--- src/rtl/keypad_pkg.sv ---
// Shared constants, types and small helpers for the keypad scanner.
package keypad_pkg;

  localparam int unsigned KP_ROWS   = 5;
  localparam int unsigned KP_COLS   = 4;
  localparam int unsigned KP_CODE_W = 5;

  typedef enum logic [1:0] {IDLE, DEBOUNCE, HELD, RELEASE} kp_state_t;
  typedef enum logic [1:0] {NONE, SINGLE, MULTI} kp_result_t;

  // Index of the lowest pressed column (0 when none pressed).
  function automatic logic [1:0] lowest_col(input logic [KP_COLS-1:0] pressed);
    lowest_col = 2'd0;
    for (int i = KP_COLS - 1; i >= 0; i--) begin
      if (pressed[i]) lowest_col = 2'(i);
    end
  endfunction

  function automatic logic [2:0] count_keys(input logic [KP_COLS-1:0] pressed);
    count_keys = 3'd0;
    for (int i = 0; i < KP_COLS; i++) begin
      count_keys = count_keys + 3'(pressed[i]);
    end
  endfunction

endpackage

--- src/rtl/keypad_sync.sv ---
// Two-flop synchroniser for asynchronous sense lines; resets to the idle (high) level.
module keypad_sync #(
  parameter int unsigned Width = 4
) (
  input  logic             clock,
  input  logic             reset_n,
  input  logic [Width-1:0] d,
  output logic [Width-1:0] q
);

  logic [Width-1:0] meta;

  always_ff @(posedge clock or negedge reset_n) begin
    if (!reset_n) begin
      meta <= '1;
      q    <= '1;
    end else begin
      meta <= d;
      q    <= meta;
    end
  end

endmodule

--- src/rtl/keypad_scanner.sv ---
// 5x4 matrix keypad scanner with debounce and multi-key rejection.
// Optional auto-repeat is built when KEYPAD_REPEAT_EN is defined.
module keypad_scanner
  import keypad_pkg::*;
#(
  parameter int unsigned SCAN_DIV       = 1000,
  parameter int unsigned DEBOUNCE_SCANS = 4,
  parameter int unsigned REPEAT_DELAY   = 40,
  parameter int unsigned REPEAT_PERIOD  = 10
) (
  input  logic                 clock,
  input  logic                 reset_n,
  input  logic [KP_COLS-1:0]   col_n,
  output logic [KP_ROWS-1:0]   row_n,
  output logic                 newkey,
  output logic [KP_CODE_W-1:0] keycode
);

  localparam int unsigned DwellW = (SCAN_DIV > 1) ? $clog2(SCAN_DIV) : 1;
  localparam int unsigned DbW    = $clog2(DEBOUNCE_SCANS + 1);

  logic [KP_COLS-1:0]   col_s;
  logic [DwellW-1:0]    dwell;
  logic [2:0]           row;
  logic [1:0]           acc_cnt;
  logic [KP_CODE_W-1:0] acc_code;
  logic                 acc_cand;
  kp_state_t            state;
  logic [KP_CODE_W-1:0] cand;
  logic [DbW-1:0]       cnt;

  logic                 sample, scan_end;
  logic [KP_COLS-1:0]   pressed;
  logic [2:0]           acc_sum;
  logic [1:0]           cnt_nxt;
  logic [KP_CODE_W-1:0] code_nxt;
  logic                 cand_nxt;
  kp_result_t           result;

  keypad_sync #(
    .Width(KP_COLS)
  ) u_col_sync (
    .clock  (clock),
    .reset_n(reset_n),
    .d      (col_n),
    .q      (col_s)
  );

  // Accumulator values including the row being sampled this cycle.
  always_comb begin
    sample   = (dwell == DwellW'(SCAN_DIV - 1));
    scan_end = sample && (row == 3'(KP_ROWS - 1));
    pressed  = ~col_s;
    acc_sum  = {1'b0, acc_cnt} + count_keys(pressed);
    cnt_nxt  = (acc_sum >= 3'd2) ? 2'd2 : acc_sum[1:0];
    code_nxt = acc_code;
    if (acc_cnt == 2'd0 && pressed != '0) code_nxt = {row, lowest_col(pressed)};
    cand_nxt = acc_cand | ((row == cand[4:2]) && pressed[cand[1:0]]);
    result   = (cnt_nxt == 2'd0) ? NONE : (cnt_nxt == 2'd1) ? SINGLE : MULTI;
  end

  always_ff @(posedge clock or negedge reset_n) begin
    if (!reset_n) begin
      dwell    <= '0;
      row      <= '0;
      row_n    <= 5'b11110;
      acc_cnt  <= '0;
      acc_code <= '0;
      acc_cand <= 1'b0;
    end else if (sample) begin
      dwell <= '0;
      row   <= scan_end ? 3'd0 : row + 3'd1;
      row_n <= {row_n[KP_ROWS-2:0], row_n[KP_ROWS-1]};
      if (scan_end) begin
        acc_cnt  <= '0;
        acc_code <= '0;
        acc_cand <= 1'b0;
      end else begin
        acc_cnt  <= cnt_nxt;
        acc_code <= code_nxt;
        acc_cand <= cand_nxt;
      end
    end else begin
      dwell <= dwell + 1'b1;
    end
  end

`ifdef KEYPAD_REPEAT_EN
  localparam int unsigned RepMax = (REPEAT_DELAY > REPEAT_PERIOD) ? REPEAT_DELAY : REPEAT_PERIOD;
  localparam int unsigned RepW   = $clog2(RepMax + 1);
  logic [RepW-1:0] rep_cnt;
  logic            rep_first;
`else
  logic unused_repeat_cfg;
  assign unused_repeat_cfg = ^{REPEAT_DELAY, REPEAT_PERIOD};
`endif

  always_ff @(posedge clock or negedge reset_n) begin
    if (!reset_n) begin
      state   <= IDLE;
      cand    <= '0;
      cnt     <= '0;
      newkey  <= 1'b0;
      keycode <= '0;
`ifdef KEYPAD_REPEAT_EN
      rep_cnt   <= '0;
      rep_first <= 1'b1;
`endif
    end else begin
      newkey <= 1'b0;
      if (scan_end) begin
        unique case (state)
          IDLE: begin
            if (result == SINGLE) begin
              cand <= code_nxt;
              if (DEBOUNCE_SCANS == 1) begin
                state   <= HELD;
                newkey  <= 1'b1;
                keycode <= code_nxt;
`ifdef KEYPAD_REPEAT_EN
                rep_cnt   <= '0;
                rep_first <= 1'b1;
`endif
              end else begin
                state <= DEBOUNCE;
                cnt   <= DbW'(1);
              end
            end
          end
          DEBOUNCE: begin
            if (result == SINGLE && code_nxt == cand) begin
              if (cnt + 1'b1 == DbW'(DEBOUNCE_SCANS)) begin
                state   <= HELD;
                cnt     <= '0;
                newkey  <= 1'b1;
                keycode <= cand;
`ifdef KEYPAD_REPEAT_EN
                rep_cnt   <= '0;
                rep_first <= 1'b1;
`endif
              end else begin
                cnt <= cnt + 1'b1;
              end
            end else begin
              state <= IDLE;
              cnt   <= '0;
            end
          end
          HELD: begin
            if (cand_nxt) begin
`ifdef KEYPAD_REPEAT_EN
              if (rep_cnt + 1'b1 == (rep_first ? RepW'(REPEAT_DELAY) : RepW'(REPEAT_PERIOD))) begin
                newkey    <= 1'b1;
                rep_cnt   <= '0;
                rep_first <= 1'b0;
              end else begin
                rep_cnt <= rep_cnt + 1'b1;
              end
`endif
            end else begin
              // A single quiet scan already completes the release when DEBOUNCE_SCANS is 1.
              state <= (result == NONE && DEBOUNCE_SCANS == 1) ? IDLE : RELEASE;
              cnt   <= (result == NONE && DEBOUNCE_SCANS != 1) ? DbW'(1) : '0;
`ifdef KEYPAD_REPEAT_EN
              rep_cnt <= '0;
`endif
            end
          end
          RELEASE: begin
            if (result == NONE) begin
              if (cnt + 1'b1 == DbW'(DEBOUNCE_SCANS)) begin
                state <= IDLE;
                cnt   <= '0;
              end else begin
                cnt <= cnt + 1'b1;
              end
            end else begin
              cnt <= '0;
            end
          end
          default: state <= IDLE;
        endcase
      end
    end
  end

endmodule

--- config.mk ---
export PLATFORM = sky130hd
export DESIGN_NAME = keypad_scanner
export DESIGN_NICKNAME = d
export VERILOG_FILES = /design/src/rtl/keypad_pkg.sv /design/src/rtl/keypad_sync.sv /design/src/rtl/keypad_scanner.sv
export SDC_FILE = /design/constraint.sdc
export NUM_CORES = 1
export LEC_CHECK = 0
export ABC_CLOCK_PERIOD_IN_PS = 4600
export CORE_MARGIN = 5
export CORE_UTILIZATION = 40
export DETAILED_ROUTE_END_ITERATION = 16
export SKIP_CTS_REPAIR_TIMING = 1
export SYNTH_ARGS = -nofsm -noshare
export SYNTH_HDL_FRONTEND = slang
export SYNTH_HIERARCHICAL = 1
export SYNTH_SLANG_ARGS = --single-unit
--- constraint.sdc ---
create_clock -name clock -period 4.6 [get_ports clock]
set_clock_uncertainty 0.1 [all_clocks]
set_input_delay 1.38 -clock clock [delete_from_list [all_inputs] [get_ports clock]]
set_output_delay 1.38 -clock clock [all_outputs]
set_load 0.01 [all_outputs]
# --- Yosys cells after proc, flatten, opt, wreduce, memory -nomap -nowiden ---
# Cells that the tools add are included.
word_totals:
  regBits: 50
  input_bits: 6
  out_inout_bits: 11
  elab_cells: 85
op_classes:
  n_addsub: 7
  order_cmp: 2
  eq_ne: 15
  mux: 33
  bitwise: 2
  reduce_logical: 13
op_table:
  columns: ["op", "count"]
  rows:
  - ["2-to-1 mux 2 bit", 14]
  - ["2-to-1 mux 3 bit", 6]
  - ["one-hot mux 3 bit (4 select lines)", 1]
  - ["adder 10 x 1 -> 10 bit, second input constant", 1]
  - ["equality test 10 bit, second input constant", 1]
  - ["2-to-1 mux 10 bit", 1]
  - ["2-to-1 mux 5 bit", 2]
  - ["zero test 2 bit", 4]
  - ["!= test 2 bit, second input constant", 4]
  - ["one-hot mux 2 bit (4 select lines)", 1]
  - ["2-to-1 mux 1 bit", 7]
  - ["adder 3 x 1 -> 3 bit, second input constant", 2]
  - ["equality test 2 x 1 -> 1 bit, second input constant", 3]
  - ["equality test 3 bit, second input constant", 2]
  - ["AND reduction 3 bit", 2]
  - ["AND reduction 6 bit", 1]
  - ["equality test 5 bit", 1]
  - ["equality test 2 bit, second input constant", 2]
  - ["logical AND 1 bit", 4]
  - ["inverter 4 bit", 1]
  - ["AND reduction 4 bit", 1]
  - ["nonzero test 4 bit", 1]
  - ["adder 2 x 1 -> 3 bit", 1]
  - ["adder 2 x 3 -> 3 bit", 1]
  - ["8 further kinds", 8]

# --- Longest topological paths before layout ---
# Gate-level depths: netlist of run 1.
logic_depth:
  ltp_word: 15
  depth_mapped: 12
  mapped_depth_nobuf: 11

# --- Modules after synthesis ---
# The synthesis of run 1 kept the hierarchy.
by_module_without_submodules:
  columns: ["mod", "instances", "cells_each", "area_each_um2", "seq_area_each_um2"]
  rows:
  - ["keypad_scanner", 1, 221, 2243.4, 1056.0]
  - ["keypad_sync", 1, 8, 210.2, 210.2]

# --- Worst setup path after synthesis of run 1 ---
# No wires, ideal clock.
synth_timing:
  path_kind: "reg-to-reg"
  start: "register acc_cnt[0]"
  end: "register keycode[0]"
  setup_ps: 125
  t_arrival_ps: 3397
  t_required_ps: 4375
  path_slack_ps: 978
  stages_incl_launch_ff: 13
  n_path_buf: 1
  period_less_slack_ps: 3622
  cell_sequence: "dfrtp_1 inv_1 fa_1 inv_1 fa_1 fa_1 or3b_1 nor2_1 nand2_1 a2111oi_4 and3_1 buf_6 mux2_4"
synth_between:
  elab_chain_cells: 9
  word_cells_on_any_way: 14
  cone_classes: "1 x add/sub; 1 x order compare; 3 x eq/ne; 4 x mux; 5 x reduce/logical"
synth_rtl:
  columns: ["element", "line_no", "text"]
  rows:
  - ["from (decl)", "keypad_scanner.sv:25", "logic [1:0] acc_cnt;"]
  - ["from (signal assigned)", "keypad_scanner.sv:79", "acc_cnt <= cnt_nxt;"]
  - ["adder 2 x 3 -> 3 bit", "keypad_scanner.sv:54", "acc_sum = {1'b0, acc_cnt} + count_keys(pressed);"]
  - ["greater-or-equal comparator 3 x 2 -> 1 bit", "keypad_scanner.sv:55", "cnt_nxt = (acc_sum >= 3'd2) ? 2'd2 : acc_sum[1:0];"]
  - ["2-to-1 mux 2 bit", "keypad_scanner.sv:55", null]
  - ["equality test 2 x 1 -> 1 bit", "keypad_scanner.sv:59", "result = (cnt_nxt == 2'd0) ? NONE : (cnt_nxt == 2'd1) ? SINGLE : MULTI;"]
  - ["2-to-1 mux 2 bit (2 in series)", "keypad_scanner.sv:59", null]
  - ["equality test 2 x 1 -> 1 bit", "keypad_scanner.sv:131", "if (result == SINGLE && code_nxt == cand) begin"]
  - ["logical AND 1 bit *", "keypad_scanner.sv:131", null]
  - ["AND reduction 4 bit (no line) *", null, null]
  - ["to (signal assigned)", "keypad_scanner.sv:119", "keycode <= code_nxt;"]
  - ["to (signal assigned)", "keypad_scanner.sv:136", "keycode <= cand;"]
  - ["to (decl)", "keypad_scanner.sv:16", "output logic [KP_CODE_W-1:0] keycode"]
# Every way passes the cells marked *; elsewhere a longest branch is shown, timed or not.
# A chain may end at the register's enable or synchronous reset.

# --- Final worst setup path of run 1 ---
layout_timing:
  start: "register acc_cnt[0]"
  end: "register keycode[4]"
# Same word-level chain as after synthesis.

==> flow_metrics.tcl, run 1 <==
set metrics [dict create \
    criticalPathCategory "reg2reg" \
    rr_worst_depth 11 \
    setup_violations 0 \
    path_delay_family "adder cells" \
    status "finished clean" \
    grt_setup_unrepaired "false" \
    relSlewSlack 0.382 \
    p_per_area_nw_per_um2 296 \
    avgSynthCellArea_um2 10.7 \
    place_congestion 0.789 \
    reg2reg_from "acc_cnt[0]$_DFFE_PN0P_" \
    rows 28 \
    core-area_um2 5960 \
    hp-class "reg2reg" \
    synth.area.top_cells "dfrtp_1 39%, dfstp_2 13%, nand2_1 5.7%" \
    cp-start-kind "flip-flop" \
    top_layer_used "met4" \
    m1WireLength_um 2240 \
    insertedDiodeCount 0 \
    crit_buf_inv 2 \
    required_ps 4700 \
    syn-cell-area_um2 2450 \
    netlist_instances 229 \
    ant_nets 0 \
    nets 263 \
    hold_depth 0 \
    whs_ps 260 \
    yosys.area.top_type "dfrtp_1" \
    grt_max_degree 43 \
    cts_buffers 5 \
    start_util 0.412 \
    dp_slack_ps 663 \
    placed_cells 316 \
    routed_wl_um 4390 \
    crit_end "keycode[4]$_DFFE_PN0P_" \
    r2r_setup_slack_ps 670 \
    wl_met2_um 1900 \
    h-tree-depth 2 \
    post_drt_wl_per_cell_um 13.5 \
    io_buffers 16 \
    worst_slew_pin_slew_ps 927 \
    die_x_um 88.3 \
    path_depth 11 \
    crit_slowest_cell "fa_1" \
    fin_crit_ps 3930 \
    drv_slew 0 \
    die_h_um 88.3 \
    cts_root_buf "clkbuf_8" \
    synth.ff_latch_count 50 \
    vias 1630 \
    dr.pass1.iters 4 \
    clk_latency_ps 310 \
    synth_most_common_cell "dfrtp_1" \
    viasPerCell 5.03 \
    cts_buffer_depth 2 \
    dp_hpwl_um 3120 \
    synth_common_cells "38 x dfrtp_1, 37 x nand2_1, 20 x nor2_1" \
    antenna_found_initial 0 \
    slowest_delay_ps 500 \
    overflow 0 \
    track_usage 0.128 \
    fmax_ghz 0.255 \
    period_share 0.854 \
    fin_cells 324 \
    fin_tns_setup_ps 0 \
    endpoint_kind "flip-flop" \
    crit_start "acc_cnt[0]$_DFFE_PN0P_" \
    r2r-end "keycode[4]$_DFFE_PN0P_" \
    wl_met3_um 175 \
    clk_pin_slew_ps 90 \
    synth_edf_count 0 \
    leakage_nw 1.29 \
    max-vdd-ir-drop_mv 0.148 \
    grt_pass1_vias 1664 \
    synth_ff_type "dfrtp_1" \
    dieArea_um2 7800 \
    synthesis.nets 244 \
    cpMostUsedCell "fa_1" \
    drc 0 \
    cp_max_fo 7 \
    drt_iter0_drc 92 \
    cp_data_arrival_time_ps 4030 \
    async_flop_share 1.00 \
    hold_viol_final 0 \
    area_growth_syn_to_layout_pct 14.5 \
    cp_cell_sequence "inv_1, fa_1, inv_1, fa_1, fa_1, or3b_1, nor2_1, nand2_1, a2111oi_4, and3_1, mux2_4" \
    seq_area_frac_synth 0.516 \
    yosys_warnings 6 \
    io_pins 17 \
    cts.sinks 50 \
    drive_gt1_frac 0.141 \
    yosysUniqueCellTypes 46 \
    maxCapViolations 0 \
    netlist.area_leader.share 0.388 \
    worst_slack_ps 671 \
    cts_tree "built" \
    grt_pass1_wl_um 7790 \
]
## metrics by stage
stage	utilization	power [mW]	instance area [µm²]
2_1_floorplan	-	0.476	2450
3_3_place_gp	0.450	0.494	2680
3_5_place_dp	0.450	0.495	2680
4_1_cts	0.472	0.847	2810
5_1_grt	0.472	0.868	2810
6_report	0.472	0.833	2810
## state kept, by name, indices dropped and copies added (netlist names), 2 cells and up, named ones only
signal / flops
dwell: 10
acc_code: 5
cand: 5
keycode: 5
row_n: 5
u_col_sync/meta: 4
u_col_sync/q: 4
cnt: 3
row: 3
acc_cnt: 2
## how the worst min path moves through the flow
stage | startpoint | endpoint | slack [ps]
after floorplan | u_col_sync/meta[0]$_DFF_PN1_ | u_col_sync/q[0]$_DFF_PN1_ | 250
after global placement | u_col_sync/meta[3]$_DFF_PN1_ | u_col_sync/q[3]$_DFF_PN1_ | 250
after detailed placement | u_col_sync/meta[1]$_DFF_PN1_ | u_col_sync/q[1]$_DFF_PN1_ | 250
after CTS | u_col_sync/meta[1]$_DFF_PN1_ | u_col_sync/q[1]$_DFF_PN1_ | 260
after global routing | u_col_sync/meta[1]$_DFF_PN1_ | u_col_sync/q[1]$_DFF_PN1_ | 260
final | u_col_sync/meta[1]$_DFF_PN1_ | u_col_sync/q[1]$_DFF_PN1_ | 260
## worst reg2reg max path, delay by kind of cell, from the launching register on
family,cells,cell delay (ps)
mux,1,330
flops,1,410
fa+ha+maj,3,1350
compound gates,1,280
simple gates,4,1210
buf+inv,2,140
## area by class of cell
type,count,area [µm²]
Timing Repair Buffer,17,163
Fill cell,602,3150
Multi-Input combinational cell,160,1100
Clock buffer,6,93.8
Inverter,14,52.6
Clock inverter,2,38.8
Sequential cell,50,1270
Tap cell,75,93.8
## routing by layer
metal	GRT usage	vias to the layer above
li1	-	811
met5	0	-
met4	0.0453	0
met1	0.180	779
met3	0.0279	6
met2	0.195	34
## report_power, final
| group | internal (mW) | total, mW | switching [mW] | leakage (nW) |
|---|---|---|---|---|
| sequential | 0.446 | 0.449 | 0.00308 | 0.642 |
| combinational | 0.0134 | 0.0365 | 0.0230 | 0.584 |
| clock | 0.196 | 0.348 | 0.152 | 0.0665 |
## logic make-up (layout without fill, tap and decap cells)
kind of cell,count (synthesis),count (layout),synth area share
compound gates,40,40,0.111
xor+xnor,13,13,0.0464
fa+ha+maj,9,9,0.0551
buf+inv,19,39,0.0347
flops,50,50,0.516
mux,10,10,0.0581
simple gates,88,88,0.179
## placed cells by master (no fill, tap or decap), types with 2 or more instances in the layout
cell type / count
xnor2_1: 3
nand3_1: 5
and2_1: 2
dfstp_2: 12
clkbuf_8: 5
nor3_1: 5
ha_1: 6
a22o_1: 3
mux2_4: 5
a21o_1: 2
a21oi_1: 10
mux2i_1: 3
and3_1: 5
fa_1: 3
o21ai_0: 11
o31ai_1: 4
inv_1: 14
xor2_1: 10
nand2b_1: 4
dfrtp_1: 38
clkdlybuf4s50_1: 15
nand2_1: 37
nor2_1: 20
Power figures use the tool's default switching activity.
==> run 2: changes to the inputs <==
--- a/config.mk
+++ b/config.mk
@@ -8,8 +8,9 @@
 export ABC_CLOCK_PERIOD_IN_PS = 4600
 export CORE_MARGIN = 5
 export CORE_UTILIZATION = 40
+export CTS_BUF_LIST = sky130_fd_sc_hd__clkbuf_4 sky130_fd_sc_hd__clkbuf_8
 export DETAILED_ROUTE_END_ITERATION = 16
-export SKIP_CTS_REPAIR_TIMING = 1
+export GPL_TIMING_DRIVEN = 0
 export SYNTH_ARGS = -nofsm -noshare
 export SYNTH_HDL_FRONTEND = slang
 export SYNTH_HIERARCHICAL = 1
==> run 2 against run 1 <==
Sequential power is essentially flat. Fmax grew 1.2%. Critical path depth is 1 higher. Setup slack better by 45 ps. Via count shrank 0.61%. Sequential cell count unchanged.
==> flow_metrics.tcl, run 2 (synthesis gave the netlist of run 1 again) <==
set metrics [dict create \
    status "finished clean" \
    leakage_nw 1.30 \
    p_per_area_nw_per_um2 269 \
    nets 268 \
    mostFrequentLayoutCells "38 x dfrtp_1, 37 x nand2_1, 20 x nor2_1, 15 x clkdlybuf4s50_1, 14 x inv_1" \
    hold_depth 0 \
    cts_tree "built" \
    hold_viol_final 0 \
    h-tree-depth 2 \
    required_ps 4690 \
    met2_usage 0.193 \
    place_congestion 0.795 \
    cts_buffer_depth 2 \
    vias 1620 \
    grt-busiest-layer "met2" \
    die_h_um 88.3 \
    max-vdd-ir-drop_mv 0.144 \
    ant_nets 0 \
    viasPerCell 4.92 \
    core-area_um2 5960 \
    min_to "u_col_sync/q[1]$_DFF_PN1_" \
    cts.sinks 50 \
    grt_pass1_vias 1629 \
    period_share 0.844 \
    worst_slew_pin_slew_ps 539 \
    overflow 0 \
    insertedDiodeCount 0 \
    r2r_setup_slack_ps 720 \
    drive_gt1_frac 0.142 \
    cts_hold_buf 0 \
    maxCapViolations 0 \
    r2r-end "keycode[3]$_DFFE_PN0P_" \
    reg2reg_from "acc_cnt[0]$_DFFE_PN0P_" \
    cts_resized 0 \
    clk_pin_slew_ps 90 \
    criticalPathCategory "reg2reg" \
    top_register "dwell" \
    cts_root_buf "clkbuf_8" \
    cts_setup_buffers 0 \
    endpoint_kind "flip-flop" \
    p_seq_frac 0.593 \
    setup_violations 0 \
    largest_reg_flops 10 \
    cp_data_arrival_time_ps 3980 \
    routed_wl_um 4290 \
    fin_tns_setup_ps 0 \
    area_growth_syn_to_layout_pct 14.8 \
    dieArea_um2 7800 \
    rr_worst_depth 12 \
    fmax_ghz 0.257 \
    hp-start "u_col_sync/meta[1]$_DFF_PN1_" \
    antenna_found_initial 0 \
    pwr-share-clk 0.357 \
    dp_hpwl_um 3080 \
    cp_max_fo 7 \
    track_usage 0.127 \
    use_met3 0.0335 \
    cts_buffers 5 \
    grt_max_degree 37 \
    utilization 0.473 \
    internal-power_uw 588 \
    drt_iter0_drc 49 \
    grt_setup_unrepaired "false" \
    dr.pass1.iters 4 \
    p_comb_frac 0.051 \
    io_pins 17 \
    p_sw_frac 0.224 \
    relSlewSlack 0.637 \
    layout_commonest_cell "dfrtp_1" \
    power.switching_uw 170 \
    drc 0 \
    use_met1 0.176 \
    post_drt_wl_per_cell_um 13.0 \
    start_util 0.412 \
    drv_slew 0 \
    hp-class "reg2reg" \
    clk_latency_ps 300 \
    die_x_um 88.3 \
    rows 28 \
    fin_crit_ps 3880 \
    cp-start-kind "flip-flop" \
    io_buffers 16 \
    grt_pass1_wl_um 7700 \
]
## run 2: changes by cell type in the layout (fill, tap and decap cells not counted), sizes merged
cell	previous run	this run
clkdlybuf4s15	0	1
bufinv	1	0
clkbuf	6	10
buf	2	3
## run 2: through the flow
step | setup slack, ps | instances | total power [mW] | hold WS (ps) | instance area (µm²)
floorplan | 978 | 229 | 0.476 | 245 | 2450
global placement | 569 | 320 | 0.494 | 245 | 2710
detailed placement | 756 | 321 | 0.496 | 247 | 2720
CTS | 715 | 329 | 0.769 | 260 | 2820
global route | 422 | 329 | 0.797 | 264 | 2820
finish | 716 | 329 | 0.758 | 260 | 2820
## run 2: area by class of cell
| class | instances | area [µm²] |
|---|---|---|
| buffer | 5 | 32.5 |
| clock buffer | 7 | 90.1 |
| clock inverter | 1 | 5.00 |
| fill | 561 | 3140 |
| inverter | 14 | 52.6 |
| multi-input combinational | 160 | 1100 |
| sequential | 50 | 1270 |
| tap | 75 | 93.8 |
| timing repair buffer | 17 | 175 |
## run 2: worst max path at each step
stage,start,slack (ps),end,cells past startpoint
final,acc_cnt[0]$_DFFE_PN0P_,720,keycode[3]$_DFFE_PN0P_,12
after CTS,acc_cnt[0]$_DFFE_PN0P_,720,keycode[4]$_DFFE_PN0P_,12
after global placement,reset_n,570,acc_code[1]$_DFFE_PN0P_,1
after floorplan,acc_cnt[0]$_DFFE_PN0P_,980,keycode[0]$_DFFE_PN0P_,12
after detailed placement,acc_cnt[0]$_DFFE_PN0P_,760,keycode[3]$_DFFE_PN0P_,12
after global routing,acc_cnt[0]$_DFFE_PN0P_,420,keycode[3]$_DFFE_PN0P_,12
## run 2: critical path: stages (launching register included)
cell       delay [ps]
dfrtp_1           410
inv_1              90
fa_1              530
inv_1              50
fa_1              380
fa_1              470
or3b_1            480
nor2_1            190
nand2_1           120
a2111oi_4         290
and3_1            230
buf_6             140
mux2_4            300
## run 2: routing by layer
layer,vias to the layer above,part of all wire
met4,0,0.014
met5,-,0
met3,7,0.043
met2,30,0.43
li1,823,-
met1,760,0.51
## run 2: power by group through the flow
stage                     Combinational [mW]  Clock, mW  Sequential [mW]
final                                 0.0384      0.270            0.449
after global routing                  0.0445      0.302            0.450
after CTS                             0.0391      0.281            0.449
after detailed placement              0.0388          0            0.457
after global placement                0.0367          0            0.457
after floorplan                       0.0196          0            0.456
==> run 3: changes to the inputs <==
--- a/config.mk
+++ b/config.mk
@@ -5,7 +5,7 @@
 export SDC_FILE = /design/constraint.sdc
 export NUM_CORES = 1
 export LEC_CHECK = 0
-export ABC_CLOCK_PERIOD_IN_PS = 4600
+export ABC_CLOCK_PERIOD_IN_PS = 3550
 export CORE_MARGIN = 5
 export CORE_UTILIZATION = 40
 export CTS_BUF_LIST = sky130_fd_sc_hd__clkbuf_4 sky130_fd_sc_hd__clkbuf_8
==> constraint.sdc (replaced) <==
create_clock -name clock -period 3.55 [get_ports clock]
set_clock_uncertainty 0.1 [all_clocks]
set_input_delay 1.065 -clock clock [delete_from_list [all_inputs] [get_ports clock]]
set_output_delay 1.065 -clock clock [all_outputs]
set_load 0.01 [all_outputs]
==> run 3 against run 2 <==
Total power increased by 31%. Sequential share of layout area decreased by 1.1 points. Critical path depth is the same. Register-to-register slack worse by 600 ps. Wire length is 5.0% higher. Die area stayed put. Sequential cell count unchanged. Global-route usage up 0.37 points. Largest power group unchanged. Worst hold slack lost 8.6 ps. Cell area up 2.5%. Utilization grew 1.2 points. Clock-buffer cell count grew 1.
==> flow_metrics.tcl, run 3 (synthesis gave the netlist of run 1 again) <==
set metrics [dict create \
    cts_tree "built" \
    dr.pass1.iters 4 \
    criticalPathCategory "reg2reg" \
    h-tree-depth 2 \
    required_ps 3640 \
    drive_gt1_frac 0.187 \
    post_drt_wl_per_cell_um 13.4 \
    hold_viol_final 0 \
    cp_data_arrival_time_ps 3520 \
    place_area_um2 2730 \
    largest_reg_flops 10 \
    fin_crit_ps 3430 \
    grt_pass1_wl_um 7880 \
    vias 1664 \
    routed_wl_um 4500 \
    drv_slew 0 \
    status "finished clean" \
    leakage_nw 1.34 \
    ant_nets 0 \
    top_register "dwell" \
    die_h_um 88.3 \
    cp-start-kind "flip-flop" \
    cts_hold_buf 0 \
    fmax_ghz 0.291 \
    hp-class "reg2reg" \
    setup_violations 0 \
    start_util 0.412 \
    grt_max_degree 38 \
    cts_buffer_depth 2 \
    viasPerCell 4.94 \
    nets 276 \
    antenna_found_initial 0 \
    layout_commonest_cell "dfrtp_1" \
    grt_setup_unrepaired "true" \
    clk_latency_ps 300 \
    area_growth_syn_to_layout_pct 17.7 \
    endpoint_kind "flip-flop" \
    fin_tns_setup_ps 0 \
    crit_slowest_cell "fa_1" \
    io_buffers 16 \
    slowest_delay_ps 490 \
    whs_ps 251 \
    maxCapViolations 0 \
    cts_buffers 5 \
    stdcell_area_um2 2890 \
    cts_root_buf "clkbuf_8" \
    drt_iter0_drc 63 \
    track_usage 0.130 \
    cp_max_fo 6 \
    cp_cell_sequence "inv_2, fa_1, inv_1, fa_2, fa_1, or3b_4, nor2_4, nand2_2, a2111oi_4, and3_1, buf_6, mux2_4" \
    insertedDiodeCount 0 \
    cpMostUsedCell "fa_1" \
    grt_pass1_vias 1650 \
    dp_hpwl_um 3140 \
    p_per_area_nw_per_um2 344 \
    clk_pin_slew_ps 90 \
    cts.sinks 50 \
    overflow 0 \
    relSlewSlack 0.652 \
    rows 28 \
    drc 0 \
    core-area_um2 5960 \
    worst_slew_pin_slew_ps 518 \
    die_x_um 88.3 \
    dieArea_um2 7800 \
    mostFrequentLayoutCells "38 x dfrtp_1, 36 x nand2_1, 19 x nor2_1, 15 x clkdlybuf4s50_1, 13 x inv_1" \
    max-vdd-ir-drop_mv 0.191 \
    io_pins 17 \
    period_share 0.966 \
    place_congestion 0.786 \
]
-- run 3: per-stage QoR --
stage / setup slack (ps) / instances / total power, mW / util
after CTS: -3.19 / 336 / 1.01 / 0.484
final: 119 / 337 / 0.995 / 0.485
after floorplan: 4.87 / 229 / 0.621 / -
after global routing: -10.0 / 337 / 1.04 / 0.485
after global placement: -196 / 320 / 0.644 / 0.456
after detailed placement: -217 / 321 / 0.647 / 0.459
-- run 3: worst max-delay path, delay by kind of cell (launching register included) --
kind | cells | cell delay, ps
buf+inv | 3 | 230
compound gates | 1 | 230
mux | 1 | 300
flops | 1 | 370
simple gates | 4 | 810
fa+ha+maj | 3 | 1280
-- run 3: layout make-up --
type | count | area [µm²]
Fill cell | 575 | 3070
Sequential cell | 50 | 1270
Multi-Input combinational cell | 160 | 1120
Timing Repair Buffer | 25 | 235
Tap cell | 75 | 93.8
Clock buffer | 8 | 91.3
Inverter | 14 | 52.6
Buffer | 5 | 32.5
-- run 3: repair_timing --
action,CTS,global route
pin swaps,4,3
endpoints found under the setup margin,5,6
setup buffers,7,1
resized for setup,3,0
endpoints found under the hold margin,0,0
-- run 3: final timing paths --
check	startpoint	endpoint	slack, ps	cells past startpoint
setup / recovery	acc_cnt[0]$_DFFE_PN0P_	keycode[3]$_DFFE_PN0P_	120	12
hold / removal	u_col_sync/meta[1]$_DFF_PN1_	u_col_sync/q[1]$_DFF_PN1_	250	0
setup reg to reg	acc_cnt[0]$_DFFE_PN0P_	keycode[3]$_DFFE_PN0P_	120	12
hold reg to reg	u_col_sync/meta[1]$_DFF_PN1_	u_col_sync/q[1]$_DFF_PN1_	250	0
max in group asynchronous	reset_n	row_n[3]$_DFFE_PN1P_	2220	2
min in group asynchronous	reset_n	keycode[0]$_DFFE_PN0P_	550	1
-- run 3: routing by layer --
metal	GRT usage	routed length [µm]	vias up
met5	0	0	-
met4	0.0453	58	0
met3	0.0298	165	4
met2	0.196	1950	27
met1	0.185	2330	792
li1	-	-	841
-- run 3: power by group --
group / switching, mW / internal [mW] / leakage (nW) / total, mW
Combinational: 0.0358 / 0.0291 / 0.644 / 0.0649
Sequential: 0.00378 / 0.578 / 0.642 / 0.582
Clock: 0.185 / 0.164 / 0.0498 / 0.348
